--- config.mk ---
export PLATFORM = sky130hd
export DESIGN_NAME = imm_sel_pipe_flat
export DESIGN_NICKNAME = d
export VERILOG_FILES = /design/src/rtl/imm_sel_pipe_if.sv /design/src/rtl/imm_sel_pipe.sv /design/src/flat_wrapper.sv
export SDC_FILE = /design/constraint.sdc
export NUM_CORES = 1
export LEC_CHECK = 0
export CAP_MARGIN = 20
export CORE_UTILIZATION = 46
export CTS_CLUSTER_DIAMETER = 200
export CTS_CLUSTER_SIZE = 8
export DETAILED_ROUTE_END_ITERATION = 8
export PLACE_DENSITY = 0.76
export SETUP_SLACK_MARGIN = 0.1
export SYNTH_ARGS = -nofsm -noshare
export SYNTH_HDL_FRONTEND = slang
export SYNTH_SLANG_ARGS = --single-unit
--- constraint.sdc ---
create_clock -name clk -period 1.6 [get_ports clk]
set_clock_uncertainty 0.05 [all_clocks]
set_input_delay 0.24 -clock clk [delete_from_list [all_inputs] [get_ports clk]]
set_output_delay 0.24 -clock clk [all_outputs]
set_load 0.03 [all_outputs]
--- src/rtl/imm_sel_pipe_if.sv ---
// Handshake bundle for imm_sel_pipe: producer side (instruction/select
// offer) and consumer side (buffered immediate). The DUT takes the slave
// view; whoever drives the instruction and drains the result takes master.
interface imm_sel_pipe_if #(
  parameter int XLEN = 32
);
  logic            in_valid;
  logic            in_ready;
  logic [31:0]     instr;
  logic [2:0]      imm_sel;
  logic            out_valid;
  logic            out_ready;
  logic [XLEN-1:0] out_imm;
  logic            out_illegal;

  modport slave (
    input  in_valid, instr, imm_sel, out_ready,
    output in_ready, out_valid, out_imm, out_illegal
  );

  modport master (
    output in_valid, instr, imm_sel, out_ready,
    input  in_ready, out_valid, out_imm, out_illegal
  );
endinterface

--- src/rtl/imm_sel_pipe.sv ---
// imm_sel_pipe: decode-stage immediate generator. Extracts and
// sign-extends the I/S/B/J/U immediates straight from the raw instruction
// word, then parks the result in a 2-entry elastic buffer so decode and
// execute can stall independently. Illegal selects produce imm 0 with a
// flag and bump a saturating error counter.
// Optional feature macro: IMM_SEL_ZIMM_EN makes select 101 return the CSR
// zimm (zero-extended instr[19:15]); without it, 101 is illegal.
module imm_sel_pipe #(
  parameter int XLEN      = 32,
  parameter int ERR_CNT_W = 8
) (
  input  logic                 clk,
  input  logic                 rst_n,
  input  logic                 flush,
  imm_sel_pipe_if.slave        bus,
  output logic [ERR_CNT_W-1:0] err_cnt
);

  typedef enum logic [2:0] {
    SEL_I = 3'b000,
    SEL_S = 3'b001,
    SEL_B = 3'b010,
    SEL_J = 3'b011,
    SEL_U = 3'b100,
    SEL_Z = 3'b101
  } sel_e;

  // Buffer state: two slots, 1-bit pointers wrapping modulo 2, occupancy 0..2.
  logic [XLEN-1:0]      imm_mem_q [2];
  logic                 ill_mem_q [2];
  logic                 wr_ptr_q, wr_ptr_d;
  logic                 rd_ptr_q, rd_ptr_d;
  logic [1:0]           count_q, count_d;
  logic [ERR_CNT_W-1:0] err_cnt_q, err_cnt_d;

  logic [XLEN-1:0]      calc_imm;
  logic                 calc_ill;
  logic [31:0]          u_word;
  logic                 push;
  logic                 pop;

  // The opcode field never contributes to any immediate.
  logic                 unused_opcode;
  assign unused_opcode = ^bus.instr[6:0];

  // U-type is a full 32-bit value; extending from bit 31 also covers XLEN=64.
  assign u_word = {bus.instr[31:12], 12'b0};

  // Immediate extraction and sign extension for the offered instruction.
  always_comb begin
    // NOTE: every output of a combinational block gets a default first;
    // a path that leaves one unassigned would infer a latch.
    calc_imm = '0;
    calc_ill = 1'b0;
    case (sel_e'(bus.imm_sel))
      SEL_I: calc_imm = {{(XLEN-12){bus.instr[31]}}, bus.instr[31:20]};
      SEL_S: calc_imm = {{(XLEN-12){bus.instr[31]}}, bus.instr[31:25],
                         bus.instr[11:7]};
      SEL_B: calc_imm = {{(XLEN-13){bus.instr[31]}}, bus.instr[31], bus.instr[7],
                         bus.instr[30:25], bus.instr[11:8], 1'b0};
      SEL_J: calc_imm = {{(XLEN-21){bus.instr[31]}}, bus.instr[31],
                         bus.instr[19:12], bus.instr[20], bus.instr[30:21], 1'b0};
      SEL_U: calc_imm = {{(XLEN-31){u_word[31]}}, u_word[30:0]};
`ifdef IMM_SEL_ZIMM_EN
      SEL_Z: calc_imm = {{(XLEN-5){1'b0}}, bus.instr[19:15]};
`endif
      default: begin
        calc_imm = '0;
        calc_ill = 1'b1;
      end
    endcase
  end

  // Handshake qualifiers; in_ready depends only on registered occupancy.
  assign bus.in_ready  = (count_q < 2'd2);
  assign bus.out_valid = (count_q != 2'd0);
  assign push          = bus.in_valid && bus.in_ready;
  assign pop           = bus.out_valid && bus.out_ready;

  // Next-state for pointers, occupancy and the saturating error counter.
  always_comb begin
    wr_ptr_d  = wr_ptr_q;
    rd_ptr_d  = rd_ptr_q;
    count_d   = count_q;
    err_cnt_d = err_cnt_q;

    // Flush drops the buffer but never hides an illegal select from err_cnt.
    if (push && calc_ill && (err_cnt_q != {ERR_CNT_W{1'b1}}))
      err_cnt_d = err_cnt_q + ERR_CNT_W'(1);

    if (flush) begin
      wr_ptr_d = 1'b0;
      rd_ptr_d = 1'b0;
      count_d  = 2'd0;
    end else begin
      if (push) wr_ptr_d = ~wr_ptr_q;
      if (pop)  rd_ptr_d = ~rd_ptr_q;
      case ({push, pop})
        2'b10:   count_d = count_q + 2'd1;
        2'b01:   count_d = count_q - 2'd1;
        default: count_d = count_q;
      endcase
    end
  end

  // Control state register with asynchronous clear.
  always_ff @(posedge clk or negedge rst_n) begin
    // NOTE: sequential state uses non-blocking assignment so every register
    // samples the pre-edge value regardless of statement order.
    if (!rst_n) begin
      wr_ptr_q  <= 1'b0;
      rd_ptr_q  <= 1'b0;
      count_q   <= 2'd0;
      err_cnt_q <= '0;
    end else begin
      wr_ptr_q  <= wr_ptr_d;
      rd_ptr_q  <= rd_ptr_d;
      count_q   <= count_d;
      err_cnt_q <= err_cnt_d;
    end
  end

  // Buffer slots: written on an accepted, non-flushed push.
  always_ff @(posedge clk or negedge rst_n) begin
    // NOTE: this storage is reset on purpose: out_imm/out_illegal expose
    // the head slot directly and must read 0 out of reset, and two entries
    // are cheap to clear.
    if (!rst_n) begin
      imm_mem_q[0] <= '0;
      imm_mem_q[1] <= '0;
      ill_mem_q[0] <= 1'b0;
      ill_mem_q[1] <= 1'b0;
    end else if (push && !flush) begin
      imm_mem_q[wr_ptr_q] <= calc_imm;
      ill_mem_q[wr_ptr_q] <= calc_ill;
    end
  end

  assign bus.out_imm     = imm_mem_q[rd_ptr_q];
  assign bus.out_illegal = ill_mem_q[rd_ptr_q];
  assign err_cnt         = err_cnt_q;

endmodule

--- src/flat_wrapper.sv ---
// flat-port wrapper written by rule: the top's interface ports become plain ports
module imm_sel_pipe_flat 
#(
  parameter int XLEN      = 32,
  parameter int ERR_CNT_W = 8
)
  (clk, rst_n, flush, err_cnt, bus_in_valid, bus_instr, bus_imm_sel, bus_out_ready, bus_in_ready, bus_out_valid, bus_out_imm, bus_out_illegal);
  imm_sel_pipe_if #(.XLEN(XLEN)) bus_i ();
  input  logic clk;
  input  logic rst_n;
  input  logic flush;
  output logic [ERR_CNT_W-1:0] err_cnt;
  input wire logic [$bits(bus_i.in_valid)-1:0] bus_in_valid;
  input wire logic [$bits(bus_i.instr)-1:0] bus_instr;
  input wire logic [$bits(bus_i.imm_sel)-1:0] bus_imm_sel;
  input wire logic [$bits(bus_i.out_ready)-1:0] bus_out_ready;
  output wire logic [$bits(bus_i.in_ready)-1:0] bus_in_ready;
  output wire logic [$bits(bus_i.out_valid)-1:0] bus_out_valid;
  output wire logic [$bits(bus_i.out_imm)-1:0] bus_out_imm;
  output wire logic [$bits(bus_i.out_illegal)-1:0] bus_out_illegal;
  assign bus_i.in_valid = bus_in_valid;
  assign bus_i.instr = bus_instr;
  assign bus_i.imm_sel = bus_imm_sel;
  assign bus_i.out_ready = bus_out_ready;
  assign bus_in_ready = bus_i.in_ready;
  assign bus_out_valid = bus_i.out_valid;
  assign bus_out_imm = bus_i.out_imm;
  assign bus_out_illegal = bus_i.out_illegal;
  imm_sel_pipe #(.XLEN(XLEN), .ERR_CNT_W(ERR_CNT_W)) u_core (.clk(clk), .rst_n(rst_n), .flush(flush), .bus(bus_i), .err_cnt(err_cnt));
endmodule
* After elaboration in Yosys (flattened, before gate mapping)
Index checks and enable logic that the tools add are counted.
Word-level totals: output and inout bits 43, word-level logic and storage cells 59, register bits 78
Cells by class: equality and inequality tests 7, mux-type cells 20, reduce and logical (&&, ||, !) cells 13, $add $sub $neg 3, order comparisons 4, bitwise operators 4
Operator list (number):
- 32-bit one-hot mux with 5 select lines | 1
- 32-bit 2-to-1 mux | 4
- 64-bit bitwise mux | 1
- 32-bit demux with 1-bit select | 1
- 1-bit 2-to-1 mux | 9
- 8-bit by 1-bit adder with 8-bit output (second input constant) | 1
- 8-bit != test (second input constant) | 1
- 3-bit by 2-bit == test with 1-bit output (second input constant) | 2
- 1-bit logical AND | 6
- 2-bit nonzero test | 3
- 5-bit OR reduction | 1
- 2-bit greater-or-equal comparator (second input constant) | 2
- 1-bit NOT with 2-bit output | 2
- 2-bit one-hot mux with 2 select lines | 1
- 3-bit by 1-bit == test with 1-bit output (second input constant) | 1
- 3-bit == test (second input constant) | 1
- 3-bit logical NOT | 1
- 3-bit nonzero test | 1
- 2-bit by 1-bit adder with 2-bit output (second input constant) | 1
- 2-bit bitwise mux | 1
- 2-bit by 1-bit == test with 1-bit output (second input constant) | 1
- 2-bit == test (second input constant) | 1
- 2-bit by 1-bit < comparator with 1-bit output (second input constant) | 1
- 2-bit < comparator (second input constant) | 1
- 5 further kinds | 6

* Longest topological paths before layout
depth in word-level cells 6, gate-level depth with buffers 7, gate-level depth less buffers 5

* Worst setup path before layout
Ideal clock, no wire load.
kind reg-to-reg, from register u_core.err_cnt_q[0] (netlist: u_core.err_cnt[0]), to register u_core.err_cnt_q[7] (netlist: u_core.err_cnt[7]), period minus slack after synthesis 1853 ps, arrival 1723 ps, library setup time 81 ps, stages on the path, launching flop included 6, slack -253 ps, path through dfrtp_1 ha_1 and3_1 a311o_4 nor4_4 xor2_1
On the way: cells in the longest elaborated chain, start to end 2
Ends and longest elaborated chain:
- start: declaration | line imm_sel_pipe.sv:34 | logic [ERR_CNT_W-1:0] err_cnt_q, err_cnt_d;
- start signal: assignment | line imm_sel_pipe.sv:119 | err_cnt_q <= err_cnt_d;
- branches (longest 2 deep; another with 8-bit by 1-bit adder with 8-bit output)
Several ways; the timed one is not identified. A chain may end at the register's enable or synchronous reset.

* Worst setup path in the final report
from register u_core.rd_ptr_q, to output port bus_out_imm[1]
On the way: cells in the longest elaborated chain, start to end 4
Ends and longest elaborated chain:
- start: declaration | line imm_sel_pipe.sv:32 | logic rd_ptr_q, rd_ptr_d;
- start signal: assignment | line imm_sel_pipe.sv:117 | rd_ptr_q <= rd_ptr_d;
- 1-bit NOT with 2-bit output (implied by the code) | line imm_sel_pipe.sv:139 | assign bus.out_imm = imm_mem_q[rd_ptr_q];
- 32-bit 2-to-1 mux (implied by the code) (3 in a row) | line imm_sel_pipe.sv:139
- end: declaration | line flat_wrapper.sv:19 | output wire logic [$bits(bus_i.out_imm)-1:0] bus_out_imm;
Every way passes these cells. The select of a mux whose other input is x is not followed.

==> results.py <==
metrics = {
    "grt": {
        "grt_overflow_total": 0,
        "grt_max_degree": 38,
        "grt_pass1_wl_um": 21200,
        "grt_pass1_vias": 3913,
        "antenna_found_initial": 0,
        "grt_usage_pct": 33.1,
    },
    "route": {
        "final_antenna_net_count": 0,
        "wirelength_um": 15000,
        "drt_iter0_drc": 335,
        "drc_errors": 0,
        "drt_pass1_iterations": 4,
        "wire_per_inst_um": 24.9,
        "num_vias": 3739,
        "vias_per_cell": 6.19,
    },
    "setup_path": {
        "setup.worst_path.end_class": "primary output",
        "startpoint_type": "flip-flop",
        "cp.arrival_ps": 1610,
        "ff2ff_path_depth": 7,
        "r2r-end": "u_core.imm_mem_q[0]$_DFFE_PN0P_",
        "reg2reg_slack_ps": -280,
        "crit_required_ps": 1310,
        "worstSetupPathType": "flip-flop to primary output",
        "critPathMaxFanout": 6,
        "r2r-start": "u_core.count_q[1]$_DFFE_PN0P_",
    },
    "timing": {
        "grt_setup_unrepaired": "yes",
        "fin_crit_ps": 1900,
        "hold_viol": 0,
        "fmax_mhz": 526,
        "slew_headroom_pct": 58.2,
        "finalMaxSlewViolations": 0,
        "worst_pin_slew_ps": 627,
        "setup_ws_ps": -301,
        "whs_ps": 272,
        "fin_crit_sh_pct": 119,
        "setup-violations-final": 105,
    },
    "placement": {
        "place_congestion": 0.781,
        "place_ws_ps": -441,
        "port_buffers": 75,
        "dp_hpwl_um": 6110,
    },
    "floorplan": {
        "pin_count": 83,
        "start_util_pct": 48.7,
        "die_area_um2": 8720,
        "fp.dieH_um": 93.4,
        "dieWidth_um": 93.4,
        "coreArea_um2": 7890,
        "row_count": 32,
    },
    "synth": {
        "synthCells": 366,
        "yosys_register_bits": 78,
        "yosys_warnings": 0,
        "synth_top_area_share_pct": 50.8,
        "netlist_top_cells_area": "dfrtp_1 (51%), mux2_2 (13%), nand2_1 (6.0%), o21ai_0 (3.6%), o21ai_1 (3.0%)",
        "synth.avg_cell_area_um2": 10.5,
        "synth_area_um2": 3840,
        "yosysSeqAreaShare_pct": 50.8,
        "synth_top_area_cell": "dfrtp_1",
        "synth_nets": 407,
        "ys_types": 35,
    },
    "clocking": {
        "cts.sinks": 78,
        "cts_max_path_buffers": 2,
        "h-tree-depth": 3,
        "cts-root-buf": "clkbuf_8",
        "cts_buffers": 9,
        "clk_pin_slew_ps": 90,
        "clock_latency_ps": 360,
        "cts_tree": "done",
    },
    "power_and_ir_drop": {
        "peakVddDrop_mv": 0.867,
        "intPower_uw": 4820,
        "power.density_nw_per_um2": 1180,
        "clockPowerShare_pct": 20.3,
        "sw_frac_of_total_pct": 37.9,
        "p_comb_share_pct": 41.8,
        "p_sw_uw": 2940,
        "pwr-share-seq_pct": 37.9,
        "leakagePower_uw": 0.00299,
    },
    "status": {
        "status": "finished with violations",
        "violations": "negative setup slack",
    },
    "finish": {
        "antennaDiodeCount": 0,
        "multiInputGateArea_um2": 2500,
        "syn_to_final_growth_pct": 70.9,
        "layout_common_cells": "dfrtp_1 (71), o21ai_2 (48), buf_6 (46)",
        "drive_gt1_share_pct": 59.2,
        "utilization_pct": 83.3,
        "nets": 538,
        "final-seq-area_um2": 1960,
        "mostFrequentLayoutCell": "dfrtp_1",
        "fill_cells": 360,
    },
    "job": {
        "drv_cap": 0,
    },
    "worst_hold_path": {
        "hp-class": "primary input to async pin",
    },
}
[per-layer routing]
layer / vias up / GRT usage, % / share of wire [%]
met3: 62 / 6.42 / 6.0
li1: 1553 / - / -
met4: 0 / 19.0 / 4.4
met1: 1893 / 38.5 / 38
met5: - / 0 / 0
met2: 231 / 56.8 / 51
[cells in the mapped netlist]
| master | instances |
|---|---|
| dfrtp_1 | 78 |
| nand2_1 | 61 |
| mux2_2 | 45 |
| o21ai_0 | 28 |
| o21ai_1 | 23 |
| a21oi_1 | 21 |
| nor2_1 | 11 |
| clkbuf_1 | 9 |
| xor2_1 | 9 |
| a31oi_1 | 8 |
| o21ai_2 | 8 |
| o22a_1 | 8 |
| buf_6 | 7 |
| nand2b_1 | 6 |
| buf_1 | 5 |
| buf_2 | 5 |
| mux2i_1 | 5 |
| inv_1 | 3 |
| nand3_1 | 3 |
| nor2b_1 | 3 |
| and3_1 | 2 |
| nor3_1 | 2 |
| nor3b_2 | 2 |
| or3_1 | 2 |
| xnor2_1 | 2 |
| a2111o_1 | 1 |
| a211oi_1 | 1 |
| a311o_4 | 1 |
| and2_1 | 1 |
| ha_1 | 1 |
| nand2b_4 | 1 |
| nor3b_1 | 1 |
| nor4_4 | 1 |
| or2_2 | 1 |
| or3b_4 | 1 |
[through the flow]
stage               total power (uW)  setup TNS (ps)  cells  area [um^2]
floorplan                       4120            -424    366         3920
global placement                4950          -26030    548         4900
detailed placement              5020          -28660    548         4900
CTS                             7160          -15790    605         6260
global route                    8000          -21320    604         6570
finish                          7760          -18190    604         6570
[worst max-delay path by stage]
stage	startpoint	to	slack (ps)	cells after the start
detailed placement	bus_imm_sel[2]	u_core.imm_mem_q[59]$_DFFE_PN0P_	-440	4
finish	u_core.rd_ptr_q$_DFFE_PN0P_	bus_out_imm[1]	-300	4
global route	u_core.rd_ptr_q$_DFFE_PN0P_	bus_out_imm[1]	-310	4
floorplan	u_core.err_cnt[0]$_DFFE_PN0P_	u_core.err_cnt[1]$_DFFE_PN0P_	-120	4
CTS	u_core.rd_ptr_q$_DFFE_PN0P_	bus_out_imm[23]	-270	4
global placement	bus_imm_sel[2]	u_core.imm_mem_q[61]$_DFFE_PN0P_	-360	4
[kinds of logic (layout without fill, tap and decap cells)]
logic type | count (synthesis) | after routing | synth area share (%)
AO/OA/AOI/OAI | 99 | 99 | 15.3
AND/OR/NAND/NOR | 98 | 99 | 12.2
flip-flops | 78 | 78 | 50.8
multiplexers | 50 | 50 | 14.5
buffers and inverters | 29 | 164 | 4.36
XOR/XNOR | 11 | 11 | 2.51
adder cells (fa/ha/maj) | 1 | 1 | 0.326
[sequential cells by signal, summed over array words and instances, names as in the netlist]
| signal | cells |
|---|---|
| u_core.imm_mem_q | 64 |
| u_core.rd_ptr_q | 1 |
| u_core.wr_ptr_q | 1 |
| u_core.ill_mem_q | 2 |
| u_core.count_q | 2 |
| u_core.err_cnt | 8 |
[power by group through the flow]
stage               clock [uW]  combinational (uW)  sequential, uW
floorplan                    0                1270            2840
global placement             0                2230            2720
detailed placement           0                2270            2760
CTS                       1510                2860            2790
global route              1630                3390            2980
finish                    1580                3240            2940
[area by class of cell]
cell class	instances	share of cell area [%]
inverter	3	0.171
clock inverter	5	0.895
timing repair buffer	145	26.9
multi-input combinational	260	38.0
tap	102	1.94
sequential	78	29.9
clock buffer	11	2.15
[worst max-delay path, stage by stage (launching register included)]
cell and delay [ps]:
dfrtp_2 470, buf_12 160, buf_16 140, mux2_4 320, buf_6 140
[what timing repair did]
action,4_1_cts,5_1_grt
endpoints found under the setup margin,116,112
pin swaps,46,21
cloned,19,0
hold endpoints to repair,24,0
hold buffers,1,0
resized for setup,385,110
setup buffers,21,9
(Power assumes the default switching activity.)
